File: src/rtl/instr_encoder_loader_if.sv
// Bundle/IMEM-write interface of the instruction encoder-loader.
// The master (program source) drives field bundles; the slave (encoder) drives IMEM writes and status.
interface instr_encoder_loader_if #(
    parameter int PWIDTH = 8
);
    logic              e_i_start;
    logic [PWIDTH-1:0] e_i_base_addr;
    logic              e_i_valid;
    logic              e_o_ready;
    logic              e_i_last;
    logic [5:0]        e_i_opcode;
    logic [5:0]        e_i_funct;
    logic [4:0]        e_i_addr_rs;
    logic [4:0]        e_i_addr_rt;
    logic [4:0]        e_i_addr_rd;
    logic [15:0]       e_i_imm;
    logic              e_o_wr_en;
    logic [PWIDTH-1:0] e_o_wr_addr;
    logic [31:0]       e_o_wr_data;
    logic [PWIDTH:0]   e_o_count;
    logic              e_o_err;
    logic              e_o_full;
    logic              e_o_done;

    modport master (
        output e_i_start, e_i_base_addr, e_i_valid, e_i_last,
        output e_i_opcode, e_i_funct, e_i_addr_rs, e_i_addr_rt, e_i_addr_rd, e_i_imm,
        input  e_o_ready, e_o_wr_en, e_o_wr_addr, e_o_wr_data,
        input  e_o_count, e_o_err, e_o_full, e_o_done
    );

    modport slave (
        input  e_i_start, e_i_base_addr, e_i_valid, e_i_last,
        input  e_i_opcode, e_i_funct, e_i_addr_rs, e_i_addr_rt, e_i_addr_rd, e_i_imm,
        output e_o_ready, e_o_wr_en, e_o_wr_addr, e_o_wr_data,
        output e_o_count, e_o_err, e_o_full, e_o_done
    );
endinterface

File: src/rtl/instr_encoder_loader.sv
// Packs decoded MIPS field bundles into 32-bit words and writes them to sequential IMEM
// addresses; used to load a program before the pipeline leaves stall. Illegal bundles are dropped.
module instr_encoder_loader #(
    parameter int PWIDTH = 8
) (
    input logic                  e_i_clk,
    input logic                  e_i_rst_n,
    instr_encoder_loader_if.slave bus
);
    localparam int IWIDTH       = 32;
    localparam int OPCODE_WIDTH = 6;
    localparam int FUNCT_WIDTH  = 6;
    localparam int AWIDTH       = 5;
    localparam int IMM_WIDTH    = 16;

    localparam logic [OPCODE_WIDTH-1:0] OP_RTYPE = 6'h00;
    localparam logic [OPCODE_WIDTH-1:0] OP_LW    = 6'h23;
    localparam logic [OPCODE_WIDTH-1:0] OP_SW    = 6'h2B;
    localparam logic [OPCODE_WIDTH-1:0] OP_BEQ   = 6'h04;
    localparam logic [OPCODE_WIDTH-1:0] OP_BNE   = 6'h05;
    localparam logic [OPCODE_WIDTH-1:0] OP_ADDI  = 6'h08;
    localparam logic [OPCODE_WIDTH-1:0] OP_ADDIU = 6'h09;
    localparam logic [OPCODE_WIDTH-1:0] OP_SLTI  = 6'h0A;
    localparam logic [OPCODE_WIDTH-1:0] OP_SLTIU = 6'h0B;
    localparam logic [OPCODE_WIDTH-1:0] OP_ANDI  = 6'h0C;
    localparam logic [OPCODE_WIDTH-1:0] OP_ORI   = 6'h0D;
    localparam logic [OPCODE_WIDTH-1:0] OP_XORI  = 6'h0E;

    localparam logic [FUNCT_WIDTH-1:0] FN_ADD = 6'h20;
    localparam logic [FUNCT_WIDTH-1:0] FN_SUB = 6'h22;
    localparam logic [FUNCT_WIDTH-1:0] FN_AND = 6'h24;
    localparam logic [FUNCT_WIDTH-1:0] FN_OR  = 6'h25;
    localparam logic [FUNCT_WIDTH-1:0] FN_XOR = 6'h26;

    localparam logic [PWIDTH-1:0] TOP_ADDR = '1;
    localparam logic [PWIDTH-1:0] PTR_ONE  = {{(PWIDTH-1){1'b0}}, 1'b1};
    localparam logic [PWIDTH:0]   CNT_ONE  = {{PWIDTH{1'b0}}, 1'b1};

    typedef enum logic [1:0] {
        S_IDLE = 2'd0,
        S_LOAD = 2'd1,
        S_DONE = 2'd2,
        S_FULL = 2'd3
    } state_t;

    state_t              state_q, state_d;
    logic [PWIDTH-1:0]   ptr_q, ptr_d;
    logic [PWIDTH:0]     count_q, count_d;
    logic                err_q, err_d;
    logic                full_q, full_d;
    logic                ready_q, ready_d;
    logic                done_q, done_d;
    logic                wr_en_q, wr_en_d;
    logic [PWIDTH-1:0]   wr_addr_q, wr_addr_d;
    logic [IWIDTH-1:0]   wr_data_q, wr_data_d;

    logic                legal;
    logic [IWIDTH-1:0]   enc_word;
    logic                transfer;
    logic                at_top;

    // Encoding table: only the subset the decoder understands is legal.
    always_comb begin
        legal    = 1'b0;
        enc_word = '0;
        case (bus.e_i_opcode)
            OP_RTYPE: begin
                case (bus.e_i_funct)
                    FN_ADD, FN_SUB, FN_AND, FN_OR, FN_XOR: legal = 1'b1;
                    default:                               legal = 1'b0;
                endcase
                enc_word = {OP_RTYPE, bus.e_i_addr_rs, bus.e_i_addr_rt, bus.e_i_addr_rd,
                            {AWIDTH{1'b0}}, bus.e_i_funct};
            end
            OP_LW, OP_SW, OP_BEQ, OP_BNE, OP_ADDI, OP_ADDIU,
            OP_SLTI, OP_SLTIU, OP_ANDI, OP_ORI, OP_XORI: begin
                legal    = 1'b1;
                enc_word = {bus.e_i_opcode, bus.e_i_addr_rs, bus.e_i_addr_rt,
                            bus.e_i_imm[IMM_WIDTH-1:0]};
            end
            default: begin
                legal    = 1'b0;
                enc_word = '0;
            end
        endcase
    end

    assign transfer = bus.e_i_valid && ready_q;
    assign at_top   = (ptr_q == TOP_ADDR);

    always_comb begin
        state_d   = state_q;
        ptr_d     = ptr_q;
        count_d   = count_q;
        err_d     = err_q;
        full_d    = full_q;
        wr_en_d   = 1'b0;
        wr_addr_d = wr_addr_q;
        wr_data_d = wr_data_q;

        case (state_q)
            S_LOAD: begin
                if (transfer) begin
                    if (legal) begin
                        wr_en_d   = 1'b1;
                        wr_addr_d = ptr_q;
                        wr_data_d = enc_word;
                        count_d   = count_q + CNT_ONE;
                        // The pointer parks on the top word instead of wrapping.
                        if (at_top) begin
                            full_d = 1'b1;
                        end else begin
                            ptr_d = ptr_q + PTR_ONE;
                        end
                    end else begin
                        err_d = 1'b1;
                    end

                    if (bus.e_i_last) begin
                        state_d = S_DONE;
                    end else if (legal && at_top) begin
                        state_d = S_FULL;
                    end
                end
            end
            default: begin
                // IDLE, DONE and FULL all accept a (re)start.
                if (bus.e_i_start) begin
                    state_d = S_LOAD;
                    ptr_d   = bus.e_i_base_addr;
                    count_d = '0;
                    err_d   = 1'b0;
                    full_d  = 1'b0;
                end else if (state_q == S_DONE) begin
                    state_d = S_IDLE;
                end
            end
        endcase

        ready_d = (state_d == S_LOAD);
        done_d  = (state_d == S_DONE);
    end

    always_ff @(posedge e_i_clk or negedge e_i_rst_n) begin
        if (!e_i_rst_n) begin
            state_q   <= S_IDLE;
            ptr_q     <= '0;
            count_q   <= '0;
            err_q     <= 1'b0;
            full_q    <= 1'b0;
            ready_q   <= 1'b0;
            done_q    <= 1'b0;
            wr_en_q   <= 1'b0;
            wr_addr_q <= '0;
            wr_data_q <= '0;
        end else begin
            state_q   <= state_d;
            ptr_q     <= ptr_d;
            count_q   <= count_d;
            err_q     <= err_d;
            full_q    <= full_d;
            ready_q   <= ready_d;
            done_q    <= done_d;
            wr_en_q   <= wr_en_d;
            wr_addr_q <= wr_addr_d;
            wr_data_q <= wr_data_d;
        end
    end

    assign bus.e_o_ready   = ready_q;
    assign bus.e_o_wr_en   = wr_en_q;
    assign bus.e_o_wr_addr = wr_addr_q;
    assign bus.e_o_wr_data = wr_data_q;
    assign bus.e_o_count   = count_q;
    assign bus.e_o_err     = err_q;
    assign bus.e_o_full    = full_q;
    assign bus.e_o_done    = done_q;

endmodule

File: src/flat_wrapper.sv
// flat-port wrapper written by rule: the top's interface ports become plain ports
module instr_encoder_loader_flat 
#(
    parameter int PWIDTH = 8
)
  (e_i_clk, e_i_rst_n, bus_e_i_start, bus_e_i_base_addr, bus_e_i_valid, bus_e_i_last, bus_e_i_opcode, bus_e_i_funct, bus_e_i_addr_rs, bus_e_i_addr_rt, bus_e_i_addr_rd, bus_e_i_imm, bus_e_o_ready, bus_e_o_wr_en, bus_e_o_wr_addr, bus_e_o_wr_data, bus_e_o_count, bus_e_o_err, bus_e_o_full, bus_e_o_done);
  instr_encoder_loader_if #(.PWIDTH(PWIDTH)) bus_i ();
  input logic e_i_clk;
  input logic e_i_rst_n;
  input wire logic [$bits(bus_i.e_i_start)-1:0] bus_e_i_start;
  input wire logic [$bits(bus_i.e_i_base_addr)-1:0] bus_e_i_base_addr;
  input wire logic [$bits(bus_i.e_i_valid)-1:0] bus_e_i_valid;
  input wire logic [$bits(bus_i.e_i_last)-1:0] bus_e_i_last;
  input wire logic [$bits(bus_i.e_i_opcode)-1:0] bus_e_i_opcode;
  input wire logic [$bits(bus_i.e_i_funct)-1:0] bus_e_i_funct;
  input wire logic [$bits(bus_i.e_i_addr_rs)-1:0] bus_e_i_addr_rs;
  input wire logic [$bits(bus_i.e_i_addr_rt)-1:0] bus_e_i_addr_rt;
  input wire logic [$bits(bus_i.e_i_addr_rd)-1:0] bus_e_i_addr_rd;
  input wire logic [$bits(bus_i.e_i_imm)-1:0] bus_e_i_imm;
  output wire logic [$bits(bus_i.e_o_ready)-1:0] bus_e_o_ready;
  output wire logic [$bits(bus_i.e_o_wr_en)-1:0] bus_e_o_wr_en;
  output wire logic [$bits(bus_i.e_o_wr_addr)-1:0] bus_e_o_wr_addr;
  output wire logic [$bits(bus_i.e_o_wr_data)-1:0] bus_e_o_wr_data;
  output wire logic [$bits(bus_i.e_o_count)-1:0] bus_e_o_count;
  output wire logic [$bits(bus_i.e_o_err)-1:0] bus_e_o_err;
  output wire logic [$bits(bus_i.e_o_full)-1:0] bus_e_o_full;
  output wire logic [$bits(bus_i.e_o_done)-1:0] bus_e_o_done;
  assign bus_i.e_i_start = bus_e_i_start;
  assign bus_i.e_i_base_addr = bus_e_i_base_addr;
  assign bus_i.e_i_valid = bus_e_i_valid;
  assign bus_i.e_i_last = bus_e_i_last;
  assign bus_i.e_i_opcode = bus_e_i_opcode;
  assign bus_i.e_i_funct = bus_e_i_funct;
  assign bus_i.e_i_addr_rs = bus_e_i_addr_rs;
  assign bus_i.e_i_addr_rt = bus_e_i_addr_rt;
  assign bus_i.e_i_addr_rd = bus_e_i_addr_rd;
  assign bus_i.e_i_imm = bus_e_i_imm;
  assign bus_e_o_ready = bus_i.e_o_ready;
  assign bus_e_o_wr_en = bus_i.e_o_wr_en;
  assign bus_e_o_wr_addr = bus_i.e_o_wr_addr;
  assign bus_e_o_wr_data = bus_i.e_o_wr_data;
  assign bus_e_o_count = bus_i.e_o_count;
  assign bus_e_o_err = bus_i.e_o_err;
  assign bus_e_o_full = bus_i.e_o_full;
  assign bus_e_o_done = bus_i.e_o_done;
  instr_encoder_loader #(.PWIDTH(PWIDTH)) u_core (.e_i_clk(e_i_clk), .e_i_rst_n(e_i_rst_n), .bus(bus_i));
endmodule
File: config.mk
export PLATFORM = sky130hd
export DESIGN_NAME = instr_encoder_loader_flat
export DESIGN_NICKNAME = d
export VERILOG_FILES = /design/src/rtl/instr_encoder_loader_if.sv /design/src/rtl/instr_encoder_loader.sv /design/src/flat_wrapper.sv
export SDC_FILE = /design/constraint.sdc
export NUM_CORES = 1
export LEC_CHECK = 0
export ABC_AREA = 0
export CAP_MARGIN = 5
export CORE_UTILIZATION = 40
export DETAILED_ROUTE_END_ITERATION = 8
export PLACE_DENSITY = 0.8
export SLEW_MARGIN = 15
export SYNTH_ARGS = -nofsm -noshare
export SYNTH_HDL_FRONTEND = slang
export SYNTH_SLANG_ARGS = --single-unit
File: constraint.sdc
create_clock -name e_i_clk -period 1.6 [get_ports e_i_clk]
set_input_delay 0.16 -clock e_i_clk [delete_from_list [all_inputs] [get_ports e_i_clk]]
set_output_delay 0.16 -clock e_i_clk [all_outputs]
set_load 0.01 [all_outputs]
# After elaboration in Yosys (flattened, before gate mapping)
# Cells that the tools add are included.
op_classes:
  addsub: 2
  mul: 0
  n_div: 0
  magnitude_cmp: 0
  eq_ne: 26
  n_shift: 0
  n_mux: 29
  bitwise: 0
  reduce_logical: 11
op_table:
  columns: ["operator", "n"]
  rows:
  - ["32-bit one-hot mux with 2 select lines", 1]
  - ["6-bit by 4-bit == test with 1-bit output, second input constant", 7]
  - ["6-bit == test, second input constant", 7]
  - ["8-bit 2-to-1 mux", 5]
  - ["9-bit 2-to-1 mux", 4]
  - ["6-bit by 3-bit == test with 1-bit output, second input constant", 2]
  - ["1-bit 2-to-1 mux", 12]
  - ["2-bit 2-to-1 mux", 6]
  - ["11-bit OR reduction", 1]
  - ["9-bit by 1-bit adder with 9-bit output, second input constant", 1]
  - ["3-bit AND reduction", 3]
  - ["8-bit by 1-bit adder with 8-bit output, second input constant", 1]
  - ["8-bit == test, second input constant", 1]
  - ["4-bit AND reduction", 2]
  - ["6-bit zero test", 1]
  - ["2-bit by 1-bit inequality test with 1-bit output, second input constant", 3]
  - ["5-bit OR reduction", 1]
  - ["2-bit by 1-bit == test with 1-bit output, second input constant", 2]
  - ["2-bit == test, second input constant", 2]
  - ["2-bit inequality test, second input constant", 2]
  - ["1-bit logical AND", 2]
  - ["1-bit one-hot mux with 2 select lines", 1]
  - ["2-bit nonzero test", 1]
word_totals:
  ff_bits: 64
  latchBits: 0
  ram_bits: 0
  mem_bits_ro: 0
  in_bits: 56
  output_inout_bits: 54
  n_memories: 0

# Longest topological paths before layout
# Gate-level depths: netlist (run 1).
logic_depth:
  depth_word: 10
  depth_mapped: 7

# Least setup slack after synthesis (run 1)
# No wires, ideal clock.
synth_path:
  kind: "input port to flip-flop"
  from: "in bus_e_i_opcode[3]"
  to: "reg u_core.wr_data_q[11], in the netlist u_core.bus.e_o_wr_data[11]"
  setup_time_ns: 0.127
  t_arrival_ns: 1.811
  required_time_ns: 1.473
  slack_ns: -0.338
  stages: 7
  n_path_buf: 1
  path_cell_list: "or4_1 > a2111o_1 > o21ai_4 > nand2_4 > clkinv_2 > buf_6 > mux2_1"
synth_between:
  elab_chain_len: 4
  word_cells_on_any_way: 16
  classes_between: "11 x eq/ne; 2 x mux; 3 x reduce/logical"
synth_lines:
  columns: ["element", "line_no", "text"]
  rows:
  - ["from (decl)", "flat_wrapper.sv:14", "input wire logic [$bits(bus_i.e_i_opcode)-1:0] bus_e_i_opcode;"]
  - ["6-bit == test, or another cell as far along", "instr_encoder_loader.sv:66", "case (bus.e_i_opcode)"]
  - ["11-bit OR reduction", "instr_encoder_loader.sv:66", null]
  - ["1-bit one-hot mux with 2 select lines", "instr_encoder_loader.sv:66", null]
  - ["3-bit AND reduction (no line)", null, null]
  - ["to (signal assigned)", "instr_encoder_loader.sv:166", "wr_data_q <= wr_data_d;"]
  - ["to (decl)", "instr_encoder_loader.sv:55", "logic [IWIDTH-1:0] wr_data_q, wr_data_d;"]
# Several ways; a longest one is shown, not always the timed one.
# A chain may end at the register's enable or synchronous reset.

# Final worst setup path (run 1)
layout_path:
  from: "in bus_e_i_opcode[3]"
  to: "reg u_core.wr_addr_q[0], in the netlist u_core.bus.e_o_wr_addr[0]"
layout_between:
  elab_chain_len: 4
  word_cells_on_any_way: 15
  classes_between: "11 x eq/ne; 1 x mux; 3 x reduce/logical"
layout_lines:
  columns: ["element", "line_no", "text"]
  rows:
  - ["6-bit == test, or another cell as far along", "instr_encoder_loader.sv:66", null]
  - ["11-bit OR reduction", "instr_encoder_loader.sv:66", null]
  - ["1-bit one-hot mux with 2 select lines (*)", "instr_encoder_loader.sv:66", null]
  - ["3-bit AND reduction (no line) (*)", null, null]
  - ["to (signal assigned)", "instr_encoder_loader.sv:165", "wr_addr_q <= wr_addr_d;"]
  - ["to (decl)", "instr_encoder_loader.sv:54", "logic [PWIDTH-1:0] wr_addr_q, wr_addr_d;"]
# Every way passes the cells marked *; elsewhere a longest branch is shown, timed or not.

==> metrics.cfg, run 1 <==
[critical_path]
critPathKind=input port to flip-flop
required_ps=1820
slowest_delay_ps=520
slowest_stage=or4_4
critPathArrivalTime_ps=1970
end_kind=flip-flop
worstPathMaxFanout=6
cp_cell_sequence=buf_6 -> or4_4 -> a2111o_1 -> o21ai_4 -> nand2_8 -> buf_12 -> mux2_4
crit_path_start_kind=input port

[synthesis]
synthArstFlopShare=1.00
synth_area_per_cell_um2=11.1
synth_nets=331
ys_seq_area_frac=0.527
synth-main-ff-cell=dfrtp_1
synth_cells=273
synth.top_cell.area_share=0.527
synthTopCellsByArea=dfrtp_1, a22o_1, mux2_1, nand4_1, o21ai_0
synth_top_area_cell=dfrtp_1
yosys_warnings=0
ys_seq_elements=64
synth-edff-count=0
yosysMostFrequentCell=dfrtp_1
ys_types=54
synth_common_cells=dfrtp_1, a22o_1, o21ai_0, inv_1, nand2_1
syn_area_um2=3040

[timing]
drv_slew=0
fmax_ghz=0.572
rsz0062_at_grt=yes
tightestPinTransition_ps=344
finalSetupViolations=45
slew_headroom=0.770
finalCriticalPeriod_ps=1750
finClkSkew_ps=7.21
finalCritPeriodShare=1.09
hold_viol=0
setup_slack_ps=-147
fin_setup_tns_ps=-3400

[cts]
cts_tree=built
cts_buffers=9
clockBufferDepth=2
insertion_delay_ps=340
clk_pin_slew_ps=70
clock_sinks=64
cts_max_level=3
cts_root_buf=clkbuf_8

[floorplanning]
num_io_pins=110
start_util=0.417
die_area_um2=7960
die_h_um=89.2
fp-row-count=31
die_w_um=89.2
core_um2=7290

[drt]
via_per_inst=5.46
drt-total-wl_um=9740
initialDrtViolationCount=137
ant_nets=0
firstDrtPassIters=4
num_vias=3015
drc=0
wl_per_cell_um=17.6

[power]
irDropWorstVdd_mv=0.747
power.total_mw=7.30
power_leakage_nw=2.34
p_per_area_nw_per_um2=1360

[finish]
antenna_cells=0
n_fill_cell=534
area_delta_synth_final_pct=76.0
finish.net_count=506
regArea_um2=1600
design_area_um2=5350
fin_util=0.734
multi_input_area_um2=1670
drive_gt1_frac=0.347

[placed_design]
gp_congestion=0.874
port_buffers=109
hpwlAfterDp_um=6110
preCtsSetupSlack_ps=-786
place_area_um2=4650

[global_route]
overflow=0
grt_pass1_vias=3167
track_usage=0.259
grt_pass1_wl_um=15300
antenna_found_initial=0
grt_start_max_net_pins=65

[run]
maxCapViolCount=0

[status]
status=finished with violations
violations=negative setup slack

[min_path]
min_path_type=input port to flip-flop

[final timing paths]
| kind | start | to | slack (ps) | cells past startpoint |
|---|---|---|---|---|
| worst max-delay path | bus_e_i_opcode[3] | u_core.bus.e_o_wr_addr[0] | -150 | 7 |
| worst min-delay path | bus_e_i_opcode[3] | u_core.bus.e_o_wr_data[29] | 150 | 3 |
| worst max register to register | u_core.state_q[1] | u_core.bus.e_o_wr_addr[0] | -50 | 6 |
| worst min register to register | u_core.bus.e_o_err | u_core.bus.e_o_err | 480 | 2 |
| max in group asynchronous | e_i_rst_n | u_core.bus.e_o_count[7] | 960 | 3 |
| min in group asynchronous | e_i_rst_n | u_core.bus.e_o_wr_data[7] | 360 | 3 |
[power by group]
group          internal (mW)  switching, mW  leakage [nW]
clock                  0.801          0.608         0.103
sequential              2.18          0.370         0.824
combinational           1.92           1.43          1.41
total                   4.90           2.41          2.34
[layout make-up]
class                           count  share of cell area
Multi-Input combinational cell    181               0.311
Timing Repair inverter              1             0.00304
Inverter                           16              0.0136
Clock inverter                      3             0.00748
Tap cell                           99              0.0231
Timing Repair Buffer              175               0.313
Sequential cell                    64               0.299
Clock buffer                       13              0.0297
[worst max-delay path: cells and delay by family]
family	cells	cell delay (ps)
multiplexers	1	290
AO/OA/AOI/OAI	2	590
AND/OR/NAND/NOR	2	660
buffers and inverters	2	260
[metrics by stage]
step           hold WS [ps]  instances
2_1_floorplan          -136        273
3_3_place_gp            194        520
3_5_place_dp            203        520
4_1_cts                 132        550
5_1_grt                 162        552
6_report                151        552
[state kept, by name (all words and copies together) (netlist names)]
| register | cells |
|---|---|
| u_core.bus.e_o_count | 9 |
| u_core.bus.e_o_done | 1 |
| u_core.bus.e_o_err | 1 |
| u_core.bus.e_o_full | 1 |
| u_core.bus.e_o_ready | 1 |
| u_core.bus.e_o_wr_addr | 8 |
| u_core.bus.e_o_wr_data | 32 |
| u_core.bus.e_o_wr_en | 1 |
| u_core.ptr_q | 8 |
| u_core.state_q | 2 |
[routing by layer]
layer  wire length [um]  share of wire  track usage  vias up
met5                  0              0            0        -
met4                213          0.022        0.140        0
met3                435          0.045       0.0434       16
met2               5040           0.52        0.432      103
met1               4040           0.42        0.322     1514
li1                   -              -            -     1382
[cells in the final DEF, fill, tap and decap left out, drive strengths merged, types with 11 or more instances in the layout]
master / n
clkbuf: 14
nand4: 14
a22o: 21
nor2: 11
o21ai: 23
mux2: 19
inv: 15
dfrtp: 64
clkdlybuf4s50: 99
nand2: 16
buf: 70
[logic make-up after synthesis]
group / count (synthesis) / share of synthesized area
mux: 22 / 0.0827
simple gates: 77 / 0.140
compound gates: 78 / 0.195
flops: 64 / 0.527
buf+inv: 30 / 0.0473
fa+ha+maj: 2 / 0.00823
[repair_timing]
action,in CTS,in global routing
buffers inserted,8,3
pin swaps,29,10
hold endpoints to repair,64,0
resized for setup,94,28
setup endpoints to repair,62,61
gates cloned,5,0
hold buffers,1,0
Power figures use the tool's default switching activity.
==> inputs of run 2 (changes only) <==
PLACE_DENSITY = 0.74   (was 0.8)
==> run 2 against run 1 <==
  * The flow still finishes with violations (negative setup slack)
  * Critical path depth shrank 1
  * Via count shrank 4.8%
  * Clock skew shrank 1.5 ps
  * Hold slack gained 8.5 ps
  * Final cell count shrank 2.0%
  * Sequential share of layout area grew 1.0 points
  * Sequential power is essentially flat
  * Global-route usage shrank 2.9 points
  * First-iteration DRC count grew 24%
  * Combinational power shrank 3%
  * Count of clock-buffer cells in the layout shrank 1
==> metrics.cfg, run 2 (synthesis results as in run 1) <==
[critical_path]
worstPathMaxFanout=11  ; +5
cp_cell_sequence=buf_4 -> nand2b_1 -> nand2_1 -> buf_4 -> nand2b_1 -> o31ai_2
critPathKind=flip-flop to flip-flop
required_ps=1830  ; about the same
critical_path_buf_inv_count=2  ; unchanged
critPathArrivalTime_ps=1970  ; about the same
crit_family=simple AND/OR/NAND/NOR gates
crit_path_start_kind=flip-flop
end_kind=flip-flop
slowest_stage=dfrtp_1
slowest_delay_ps=420  ; -100 ps

[drt]
wl_per_cell_um=16.7  ; -5.3%
via_per_inst=5.30  ; -2.9%
initialDrtViolationCount=170  ; +24%
drt-total-wl_um=9040  ; -7.2%
drc=0  ; unchanged
ant_nets=0  ; unchanged
num_vias=2869  ; -4.8%
firstDrtPassIters=4  ; unchanged

[floorplanning]
die_w_um=89.2  ; unchanged
fp-row-count=31  ; unchanged
die_area_um2=7960  ; unchanged
start_util=0.417  ; unchanged
core_um2=7290  ; unchanged
die_h_um=89.2  ; unchanged
num_io_pins=110  ; unchanged

[power]
power_leakage_nw=2.27  ; -3.0%
p_comb_frac=0.462  ; +0.003
clkPwrFrac=0.176  ; -0.017
p_per_area_nw_per_um2=1350  ; -0.83%
internal_power_mw=4.67  ; -4.7%
p_switching_mw=2.34  ; -2.7%
seq_power_share=0.362  ; +0.014
p_sw_frac=0.334  ; +0.00457
irDropWorstVdd_mv=0.718  ; -4.0%

[timing]
tightestPinTransition_ps=496  ; +152 ps
rsz0062_at_grt=yes
setup_slack_ps=-144  ; +2.33 ps
finClkSkew_ps=5.70  ; -1.50 ps
drv_slew=0  ; unchanged
hold-worst-slack_ps=160  ; +8.47 ps
fmax_ghz=0.573  ; +0.13%
slew_headroom=0.669  ; -0.102
finalCriticalPeriod_ps=1740  ; -2.33 ps
finalCritPeriodShare=1.09  ; -0.00146
finalSetupViolations=44  ; -2.2%
hold_viol=0  ; unchanged

[global_route]
grt_pass1_wl_um=13800  ; -10%
grtUsageMet2=0.376  ; -0.0562
use_met1=0.294  ; -0.0287
grt_pass1_vias=2818  ; -11%
grt_use_met3=0.0434  ; unchanged
overflow=0  ; unchanged
track_usage=0.230  ; -0.0293
grt-busiest-layer=met2
grt_start_max_net_pins=48  ; -26%
antenna_found_initial=0  ; unchanged

[cts]
cts_tree=built
clock_sinks=64  ; unchanged
cts_root_buf=clkbuf_8
cts_buffers=9  ; unchanged
insertion_delay_ps=330  ; about the same
clk_pin_slew_ps=70  ; about the same
clockBufferDepth=2  ; unchanged
cts_max_level=3  ; unchanged

[placed_design]
port_buffers=109  ; unchanged
dp_cells=518  ; -0.38%
gp_congestion=0.865  ; -1.0%
hpwlAfterDp_um=6080  ; -0.49%

[finish]
final_common_cell=clkdlybuf4s50_1
multi_input_area_um2=1580  ; -5.0%
finish.net_count=496  ; -2.0%
drive_gt1_frac=0.312  ; -0.0344
regArea_um2=1600  ; about the same
largest_reg_flops=32  ; unchanged
antenna_cells=0  ; unchanged
n_fill_cell=556  ; +4.1%
area_delta_synth_final_pct=70.3
fin_cells=541  ; -2.0%
layout_common_cells=clkdlybuf4s50_1, dfrtp_1, buf_4

[status]
violations=negative setup slack
status=finished with violations

[run]
maxCapViolCount=0  ; unchanged

[min_path]
min_path_type=input port to flip-flop

[run 2: cell types whose count changed in the layout (fill, tap and decap cells not counted), moves of 3 or more]
cell     before  now
buf_6        12   16
buf_8         4    0
o21ai_0       4   13
o21ai_2       7    3
mux2_4       19   16
o21ai_1      11    6
buf_4        48   40
[run 2: power groups by stage]
stage,combinational [mW],sequential (mW),clock [mW]
2_1_floorplan,0.957,2.74,0
3_3_place_gp,2.87,2.53,0
4_1_cts,3.12,2.53,1.26
5_1_grt,3.48,2.59,1.31
6_report,3.24,2.54,1.23
3_5_place_dp,2.92,2.52,0
[run 2: repair_timing]
item,in CTS,in global routing
buffers inserted,8,0
pin swaps,17,9
gates resized for setup,71,21
setup endpoints to repair,62,59
hold buffers,1,0
endpoints found under the hold margin,17,0
[run 2: stage by stage]
step / power, mW / worst slack, ps / TNS, ps / cell area (um2) / utilization
after floorplan: 3.70 / -289 / -7480 / 3090 / -
after global placement: 5.39 / -726 / -38660 / 4640 / 0.637
after detailed placement: 5.44 / -792 / -40340 / 4640 / 0.637
after CTS: 6.91 / -146 / -1390 / 5080 / 0.697
after global routing: 7.38 / -198 / -4140 / 5180 / 0.711
final: 7.01 / -144 / -2320 / 5180 / 0.711
[run 2: worst paths after layout]
| check | start | to | slack [ps] | cells past startpoint |
|---|---|---|---|---|
| max | u_core.state_q[1] | u_core.bus.e_o_count[8] | -140 | 6 |
| min in group asynchronous | e_i_rst_n | u_core.bus.e_o_wr_data[8] | 290 | 2 |
| max reg2reg | u_core.state_q[1] | u_core.bus.e_o_count[8] | -140 | 6 |
| max in group asynchronous | e_i_rst_n | u_core.bus.e_o_count[2] | 710 | 3 |
| min | bus_e_i_opcode[2] | u_core.bus.e_o_wr_data[28] | 160 | 3 |
| min reg2reg | u_core.bus.e_o_wr_data[15] | u_core.bus.e_o_wr_data[15] | 500 | 1 |
[run 2: area by class of cell]
cell class	instances	area share
Inverter	16	0.0140
Sequential cell	64	0.309
Clock buffer	12	0.0299
Timing Repair Buffer	168	0.314
Multi-Input combinational cell	179	0.306
Tap cell	99	0.0239
Clock inverter	3	0.00338
[run 2: routing by layer]
layer / share of wire / up-vias
met5: 0 / -
met4: 0.025 / 0
met3: 0.039 / 19
met2: 0.51 / 93
met1: 0.43 / 1405
li1: - / 1352
[run 2: tightest hold or removal path: cells and delay by family]
family,cells,cell delay [ps]
buffers and inverters,2,180
AO/OA/AOI/OAI,1,110
==> inputs of run 3 (changes only) <==
CORE_UTILIZATION = 42   (was 40)
CTS_BUF_LIST = sky130_fd_sc_hd__clkbuf_4   (was unset)
MAX_ROUTING_LAYER = met4   (was unset)
PLACE_DENSITY = 0.77   (was 0.74)
==> run 3 against run 2 <==
  * The flow still finishes with violations (negative setup slack)
  * Die area is 4.7% lower
  * Sequential cell count unchanged
  * Design area shrank 2.9%
  * Largest cell class is now registers
==> metrics.cfg, run 3 (synthesis results as in run 1) <==
[min_path]
hold_path_depth=3  ; unchanged
min_from=bus_e_i_opcode[2]
min_path_type=input port to flip-flop
holdPathEnd=u_core.bus.e_o_wr_data[28]

[timing]
finalCriticalPeriod_ps=1610  ; -134 ps
hold_viol=0  ; unchanged
tightestPinTransition_ps=465  ; -31.3 ps
fin_setup_tns_ps=-10.7  ; +2310 ps
finalCritPeriodShare=1.01  ; -0.0836
fmax_ghz=0.621  ; +8.3%
hold-worst-slack_ps=73.0  ; -86.6 ps
finalSetupViolations=1  ; -98%
rsz0062_at_grt=yes
drv_slew=0  ; unchanged
slew_headroom=0.690  ; +0.0209
setup_slack_ps=-10.7  ; +134 ps
finClkSkew_ps=7.45  ; +1.74 ps

[drt]
drc=0  ; unchanged
wl_per_cell_um=16.6  ; -0.42%
num_vias=3002  ; +4.6%
drt-total-wl_um=9050  ; +0.13%
ant_nets=0  ; unchanged
firstDrtPassIters=5  ; +1
via_per_inst=5.52  ; +4.1%
initialDrtViolationCount=172  ; +1.2%

[global_route]
grt_pass1_vias=2848  ; +1.1%
overflow=0  ; unchanged
track_usage=0.246  ; +0.0165
grt_start_max_net_pins=37  ; -23%
antenna_found_initial=0  ; unchanged
grt_pass1_wl_um=13700  ; -0.80%

[critical_path]
reg2reg_depth=5  ; -1
critPathKind=flip-flop to flip-flop
required_ps=1950  ; +120 ps
end_kind=flip-flop
startpoint=u_core.state_q[1]
r2r_end=u_core.bus.e_o_count[3]
r2r_start=u_core.state_q[1]
crit_path_start_kind=flip-flop
worstPathMaxFanout=6  ; -5
critPathArrivalTime_ps=1960  ; about the same
reg2reg_slack_ps=-10  ; +130 ps

[finish]
largest_reg_flops=32  ; unchanged
fin_util=0.729  ; +0.0181
multi_input_area_um2=1510  ; -5.0%
n_fill_cell=524  ; -5.8%
layout_common_cells=clkdlybuf4s50_1, dfrtp_1, buf_4
design_area_um2=5030  ; -2.9%
area_delta_synth_final_pct=65.4
drive_gt1_frac=0.308  ; -0.00418
regArea_um2=1600  ; about the same
final_common_cell=clkdlybuf4s50_1
fin_cells=544  ; +0.55%
finish.net_count=502  ; +1.2%
antenna_cells=0  ; unchanged

[floorplanning]
die_w_um=87.1  ; -2.4%
core_um2=6910  ; -5.3%
fp-row-count=30  ; -3.2%
die_h_um=87.1  ; -2.4%
start_util=0.440  ; +0.0233
num_io_pins=110  ; unchanged
die_area_um2=7590  ; -4.7%

[cts]
insertion_delay_ps=410  ; +80 ps
clk_pin_slew_ps=100  ; +30 ps
cts_max_level=3  ; unchanged
cts_buffers=9  ; unchanged
cts_root_buf=clkbuf_4
clockBufferDepth=2  ; unchanged
clock_sinks=64  ; unchanged
cts_tree=built

[placed_design]
place_area_um2=4620  ; -0.46%
dp_cells=516  ; -0.39%
gp_congestion=0.953  ; +10%
hpwlAfterDp_um=6130  ; +0.85%
port_buffers=109  ; unchanged
preCtsSetupSlack_ps=-734  ; +58.2 ps

[power]
irDropWorstVdd_mv=0.875  ; +22%
p_per_area_nw_per_um2=1350  ; about the same
power_leakage_nw=2.26  ; -0.34%
power.total_mw=6.81  ; -2.9%

[run]
maxCapViolCount=0  ; unchanged

[status]
status=finished with violations
violations=negative setup slack

-- run 3: changes by cell type in the layout (fill, tap and decap cells not counted), moves of 4 or more --
| cell | change |
|---|---|
| clkbuf_4 | +10 |
| buf_4 | +13 |
| buf_6 | -8 |
| mux2_1 | +4 |
| clkbuf_8 | -11 |
| mux2_4 | -7 |
| o311ai_1 | +4 |
-- run 3: repair_timing --
action	4_1_cts	5_1_grt
endpoints found under the setup margin	63	59
setup buffers	2	7
hold buffers	1	0
pin swaps	7	11
cloned	2	1
resized for setup	50	31
endpoints found under the hold margin	64	0
-- run 3: how the worst max path moves through the flow --
stage | cells after the start | end
floorplan | 7 | u_core.bus.e_o_wr_data[11]
global placement | 7 | u_core.ptr_q[0]
detailed placement | 6 | u_core.ptr_q[1]
CTS | 6 | u_core.ptr_q[1]
global route | 5 | u_core.bus.e_o_count[3]
finish | 5 | u_core.bus.e_o_count[3]
-- run 3: worst max-delay path, stage by stage, from the launching register on --
cell	delay (ps)
dfrtp_1	420
nor2b_4	120
and3_4	230
nand4_1	230
or3_1	420
a21oi_1	130
-- run 3: layer usage --
metal	wire length, um	up-vias	GRT usage
met2	4560	122	0.392
met5	0	-	-
met3	415	29	0.0351
met1	3770	1485	0.309
li1	-	1366	-
met4	304	0	0.125
-- run 3: area by class of cell --
type | instances | share of cell area
multi-input combinational | 180 | 0.299
timing repair inverter | 1 | 0.00174
clock buffer | 10 | 0.0149
tap | 96 | 0.0239
timing repair buffer | 172 | 0.318
sequential | 64 | 0.319
clock inverter | 5 | 0.00970
inverter | 16 | 0.0144
-- run 3: power by group --
| part | internal (mW) | leakage (nW) | switching [mW] |
|---|---|---|---|
| Clock | 0.473 | 0.0734 | 0.570 |
| Sequential | 2.17 | 0.821 | 0.365 |
| Combinational | 1.85 | 1.37 | 1.38 |
